--- src/rtl/mulu_unit_if.sv ---
// rtl/mulu_unit_if.sv - operand/product bundle for the sequential unsigned multiplier
interface mulu_unit_if #(
  parameter int WIDTH = 32
);
  logic [WIDTH-1:0]   a;
  logic [WIDTH-1:0]   b;
  logic [2*WIDTH-1:0] c;
  logic               busy;
  logic               valid;

  modport master (output a, output b, input c, input busy, input valid);
  modport slave  (input a, input b, output c, output busy, output valid);
endinterface

--- src/rtl/mulu_unit.sv ---
// rtl/mulu_unit.sv - iterative shift-and-add unsigned multiplier, recomputes on operand change
// Define MULU_RADIX4_EN to retire two multiplier bits per cycle (WIDTH/2 latency).
module mulu_unit #(
  parameter int WIDTH = 32
) (
  input  logic       clk,
  input  logic       rst,
  mulu_unit_if.slave bus
);

`ifdef MULU_RADIX4_EN
  localparam int STEP = 2;
`else
  localparam int STEP = 1;
`endif
  localparam int ITERS = WIDTH / STEP;
  localparam int CW    = $clog2(ITERS) + 1;
  localparam logic [CW-1:0] LAST = CW'(ITERS - 1);

  typedef enum logic {IDLE, RUN} state_t;

  state_t             state_q, state_d;
  logic [WIDTH-1:0]   a_cap_q, a_cap_d;
  logic [WIDTH-1:0]   b_cap_q, b_cap_d;
  logic [2*WIDTH-1:0] acc_q, acc_d;
  logic [2*WIDTH-1:0] mcand_q, mcand_d;
  logic [WIDTH-1:0]   mplier_q, mplier_d;
  logic [CW-1:0]      cnt_q, cnt_d;
  logic [2*WIDTH-1:0] c_q, c_d;
  logic               valid_q, valid_d;
  logic [2*WIDTH-1:0] addend;
  logic [2*WIDTH-1:0] acc_step;

  // Partial product selected by the low multiplier bit(s) this iteration.
  always_comb begin
    addend = '0;
`ifdef MULU_RADIX4_EN
    case (mplier_q[1:0])
      2'd1:    addend = mcand_q;
      2'd2:    addend = mcand_q << 1;
      2'd3:    addend = mcand_q + (mcand_q << 1);
      default: addend = '0;
    endcase
`else
    if (mplier_q[0]) addend = mcand_q;
`endif
  end

  assign acc_step = acc_q + addend;

  always_ff @(posedge clk) begin
    if (rst) begin
      state_q  <= IDLE;
      a_cap_q  <= '0;
      b_cap_q  <= '0;
      acc_q    <= '0;
      mcand_q  <= '0;
      mplier_q <= '0;
      cnt_q    <= '0;
      c_q      <= '0;
      valid_q  <= 1'b0;
    end else begin
      state_q  <= state_d;
      a_cap_q  <= a_cap_d;
      b_cap_q  <= b_cap_d;
      acc_q    <= acc_d;
      mcand_q  <= mcand_d;
      mplier_q <= mplier_d;
      cnt_q    <= cnt_d;
      c_q      <= c_d;
      valid_q  <= valid_d;
    end
  end

  always_comb begin
    state_d  = state_q;
    a_cap_d  = a_cap_q;
    b_cap_d  = b_cap_q;
    acc_d    = acc_q;
    mcand_d  = mcand_q;
    mplier_d = mplier_q;
    cnt_d    = cnt_q;
    c_d      = c_q;
    valid_d  = 1'b0;
    case (state_q)
      IDLE: begin
        if ({bus.a, bus.b} != {a_cap_q, b_cap_q}) begin
          a_cap_d  = bus.a;
          b_cap_d  = bus.b;
          acc_d    = '0;
          mcand_d  = {{WIDTH{1'b0}}, bus.a};
          mplier_d = bus.b;
          cnt_d    = '0;
          state_d  = RUN;
        end
      end
      RUN: begin
        acc_d    = acc_step;
        mcand_d  = mcand_q << STEP;
        mplier_d = mplier_q >> STEP;
        cnt_d    = cnt_q + 1'b1;
        if (cnt_q == LAST) begin
          c_d     = acc_step;
          valid_d = 1'b1;
          state_d = IDLE;
        end
      end
      default: state_d = IDLE;
    endcase
  end

  assign bus.c     = c_q;
  assign bus.busy  = (state_q == RUN);
  assign bus.valid = valid_q;

endmodule

--- src/flat_wrapper.sv ---
// flat-port wrapper written by rule: the top's interface ports become plain ports
module mulu_unit_flat 
#(
  parameter int WIDTH = 32
)
  (clk, rst, bus_a, bus_b, bus_c, bus_busy, bus_valid);
  mulu_unit_if #(.WIDTH(WIDTH)) bus_i ();
  input  logic clk;
  input  logic rst;
  input wire logic [$bits(bus_i.a)-1:0] bus_a;
  input wire logic [$bits(bus_i.b)-1:0] bus_b;
  output wire logic [$bits(bus_i.c)-1:0] bus_c;
  output wire logic [$bits(bus_i.busy)-1:0] bus_busy;
  output wire logic [$bits(bus_i.valid)-1:0] bus_valid;
  assign bus_i.a = bus_a;
  assign bus_i.b = bus_b;
  assign bus_c = bus_i.c;
  assign bus_busy = bus_i.busy;
  assign bus_valid = bus_i.valid;
  mulu_unit #(.WIDTH(WIDTH)) u_core (.clk(clk), .rst(rst), .bus(bus_i));
endmodule
--- config.mk ---
export PLATFORM = sky130hd
export DESIGN_NAME = mulu_unit_flat
export DESIGN_NICKNAME = d
export VERILOG_FILES = /design/src/rtl/mulu_unit_if.sv /design/src/rtl/mulu_unit.sv /design/src/flat_wrapper.sv
export SDC_FILE = /design/constraint.sdc
export NUM_CORES = 1
export LEC_CHECK = 0
export ABC_CLOCK_PERIOD_IN_PS = 5400
export BUFFER_PORTS_ARGS = -buffer_cell sky130_fd_sc_hd__clkbuf_2
export CORE_ASPECT_RATIO = 0.7
export CORE_MARGIN = 3
export CORE_UTILIZATION = 36
export DETAILED_ROUTE_END_ITERATION = 8
export PLACE_DENSITY_LB_ADDON = 0.25
export SLEW_MARGIN = 20
export SYNTH_ARGS = -nofsm -noshare
export SYNTH_HDL_FRONTEND = slang
export SYNTH_SLANG_ARGS = --single-unit
--- constraint.sdc ---
create_clock -name clk -period 5.4 [get_ports clk]
set_clock_uncertainty 0.1 [all_clocks]
set_input_delay 0.27 -clock clk [delete_from_list [all_inputs] [get_ports clk]]
set_output_delay 0.27 -clock clk [all_outputs]
set_load 0.02 [all_outputs]
==> metrics.cfg <==
[pwr]
internal_power_w=0.00377
p_per_area_nw_per_um2=266
vdd_drop_max_uv=161
power_frac_seq_pct=46.1
switchingPower_w=0.00118
power_w=0.00496
share_comb_of_total_power_pct=7.3
swShare_pct=23.9
cellLeakagePower_nw=7.90
p_clk_share_pct=46.6

[worst_hold_path]
hold_class=input pin to flop

[floorplanning]
initial_core_util_pct=37.0
fp.dieW_um=257
die_y_um=182
core_region_area_um2=42900
pin_count=132
die-area_um2=46600
num_rows=63

[routing]
wl_per_cell_um=17.6
postRouteAntennaNets=0
drc_errors=0
via_per_inst=5.35
wirelength_um=47300
drt_iter0_drc=1208
dr.pass1.iters=7
num_vias=14400

[logic_synthesis]
synth_area_um2=15900
syn_nets=2099
synth-edff-count=0
synth_cell_types=76
synth_area_per_cell_um2=8.05
ys_ff_latch=296
synth_flop_cell=dfxtp_1
yosys_warnings=0
async_flop_share_pct=0
syn_inst=1968
ys_seq_area_share_pct=37.4

[grt]
busiest_layer=met1
grt_max_degree=92
grt_pass1_vias=13300
grtUsageMet3_pct=3.82
track_usage_pct=19.5
grt-ovfl-total=0
grtUsageMet1_pct=30.1
use_met2_pct=27.7
grt_pass1_wl_um=74300
antenna_found_initial=0

[clock_tree]
insertion_delay_ns=0.52
htreeDepth=2
cts_made_buffers=34
cts.clk_slew.worst_paths_ns=0.06
cts_tree=built
post_cts_buffers=0
clock_sinks=296
root_buffer=clkbuf_16
clockBufferDepth=3

[placed_design]
dp_hpwl_um=33300
finalWeightedCongestion=0.891
portBuffers=131

[timing]
setup_tns_ns=0
drv_slew=0
final-setup-viol-count=0
hold_viol_final=0
fin_crit_ns=4.63
post-route-period-util_pct=85.8
worst_pin_slew_ns=1.05
max_slew_margin_pct=30.0
fmax_mhz=216
rsz0062_at_grt=no

[setup_path]
crit_path_end=u_core.acc_q[57]$_SDFFE_PP0P_
rrSetupSlack_ns=0.77
crit_buf_inv=1
cp_num_cells=12
crit_top_cell=o21ai_0
slowest_delay_ns=0.94
start_kind=flop
critPathLaunch=u_core.mplier_q[0]$_SDFFE_PP0P_
crit_fanout=29
crit_required_ns=5.71
crit_family=compound AO/OA/AOI/OAI gates
crit_chain=buf_4 -> and2_1 -> ha_1 -> a21oi_1 -> o21ai_0 -> nor4_2 -> a2111o_1 -> a31oi_1 -> o2111ai_1 -> a21boi_1 -> o21ai_0 -> a32o_1
slowest_stage=dfxtp_1
reg2regPathDepth=12
r2r-start=u_core.mplier_q[0]$_SDFFE_PP0P_
critical_path_class=flop to flop
crit-reg2reg-capture=u_core.acc_q[57]$_SDFFE_PP0P_
cp-end-kind=flop
arrival_ns=4.94

[final_layout]
area_delta_synth_final_pct=17.4
drive_gt1_share_pct=10.7
regArea_um2=5930
final_cell_mix=295 x dfxtp_1, 282 x nand2_1, 267 x a21oi_1, 211 x nor2_1, 130 x clkbuf_2
fill_cells=4370
final_common_cell=dfxtp_1
diodes=0
nets=2210
multi_input_area_um2=9360

[status]
outcome=complete, no violations

[flow_run]
cap_violations=0

-- power groups by stage --
stage	combinational, W	clock [W]	sequential [W]
floorplan	0.000215	0	0.00231
global placement	0.000314	0	0.00233
detailed placement	0.000320	0	0.00233
CTS	0.000361	0.00237	0.00229
global route	0.000400	0.00245	0.00229
finish	0.000362	0.00231	0.00229
-- through the flow --
step | setup slack (ns) | cell area (um^2) | hold WS, ns | instances | util (%)
6_report | 0.768 | 18600 | 0.150 | 2685 | 43.4
5_1_grt | 0.392 | 18600 | 0.181 | 2685 | 43.4
4_1_cts | 0.852 | 18600 | 0.137 | 2685 | 43.4
3_5_place_dp | 0.874 | 16900 | 0.348 | 2564 | 39.3
3_3_place_gp | 0.901 | 16900 | 0.343 | 2564 | 39.3
2_1_floorplan | 1.79 | 15900 | 0.306 | 1968 | -
-- final cells by class --
| class | count | area share (%) |
|---|---|---|
| repair buffers | 210 | 7.61 |
| inverters | 17 | 0.343 |
| multi-input cells | 1520 | 50.3 |
| well taps | 585 | 3.93 |
| clock inverters | 9 | 0.558 |
| flip-flops and latches | 296 | 31.9 |
| clock buffers | 48 | 5.40 |
-- per-layer routing --
layer,vias to the layer above,wire [um]
li1,7149,-
met1,6800,24600
met2,365,19200
met3,52,2790
met4,0,741
met5,-,0
-- logic make-up after synthesis --
group / after synthesis / synth area share [%]
flops: 296 / 37.4
buf+inv: 152 / 3.72
xor+xnor: 118 / 6.52
fa+ha+maj: 65 / 5.18
compound gates: 538 / 21.6
simple gates: 729 / 21.1
mux: 70 / 4.42
-- worst min path at each step --
| stage | startpoint | cells past startpoint | endpoint |
|---|---|---|---|
| final | rst | 2 | u_core.acc_q[10]$_SDFFE_PP0P_ |
| after global routing | rst | 2 | u_core.acc_q[10]$_SDFFE_PP0P_ |
| after CTS | rst | 2 | u_core.acc_q[10]$_SDFFE_PP0P_ |
| after detailed placement | u_core.bus.c[10]$_SDFFE_PP0P_ | 2 | u_core.bus.c[10]$_SDFFE_PP0P_ |
| after global placement | u_core.bus.c[10]$_SDFFE_PP0P_ | 2 | u_core.bus.c[10]$_SDFFE_PP0P_ |
| after floorplan | bus_a[0] | 2 | u_core.a_cap_q[0]$_SDFFE_PP0P_ |
-- synth_stat cells (4+ instances only) --
cell	number	area share, %
a2111oi_0	9	0.50
a211o_1	4	0.22
a211oi_1	14	0.66
a21boi_0	4	0.19
a21o_1	38	1.8
a21oi_1	267	8.4
a22o_1	59	3.3
a31oi_1	17	0.67
and2_1	70	2.8
and3_1	12	0.47
buf_1	26	0.62
buf_2	9	0.28
clkbuf_1	98	2.3
dfxtp_1	296	37
ha_1	64	5.1
inv_1	17	0.40
mux2i_1	70	4.4
nand2_1	283	6.7
nand2b_1	9	0.36
nand3_1	18	0.57
nand4_1	33	1.3
nor2_1	212	5.0
nor2b_1	5	0.20
nor3_1	21	0.66
nor3b_1	27	1.3
nor4_1	11	0.43
o211ai_1	8	0.38
o21a_1	11	0.52
o21ai_0	37	1.2
o21ai_1	10	0.32
o21bai_1	9	0.43
o31ai_1	5	0.24
or2_2	4	0.16
or3_1	8	0.32
xnor2_1	97	5.4
xor2_1	21	1.2
-- state kept, by name, indices dropped and copies added (netlist names) --
signal / cells
u_core.mcand_q: 64
u_core.mplier_q: 32
u_core.b_cap_q: 32
u_core.bus.c: 64
u_core.acc_q: 64
u_core.cnt_q: 6
u_core.bus.busy: 1
u_core.bus.valid: 1
u_core.a_cap_q: 32
-- what timing repair did --
item                      in CTS  in global routing
hold buffers                  64                  0
gates resized for setup        0                  0
hold endpoints to repair      65                  0
Power figures use the tool's default switching activity.
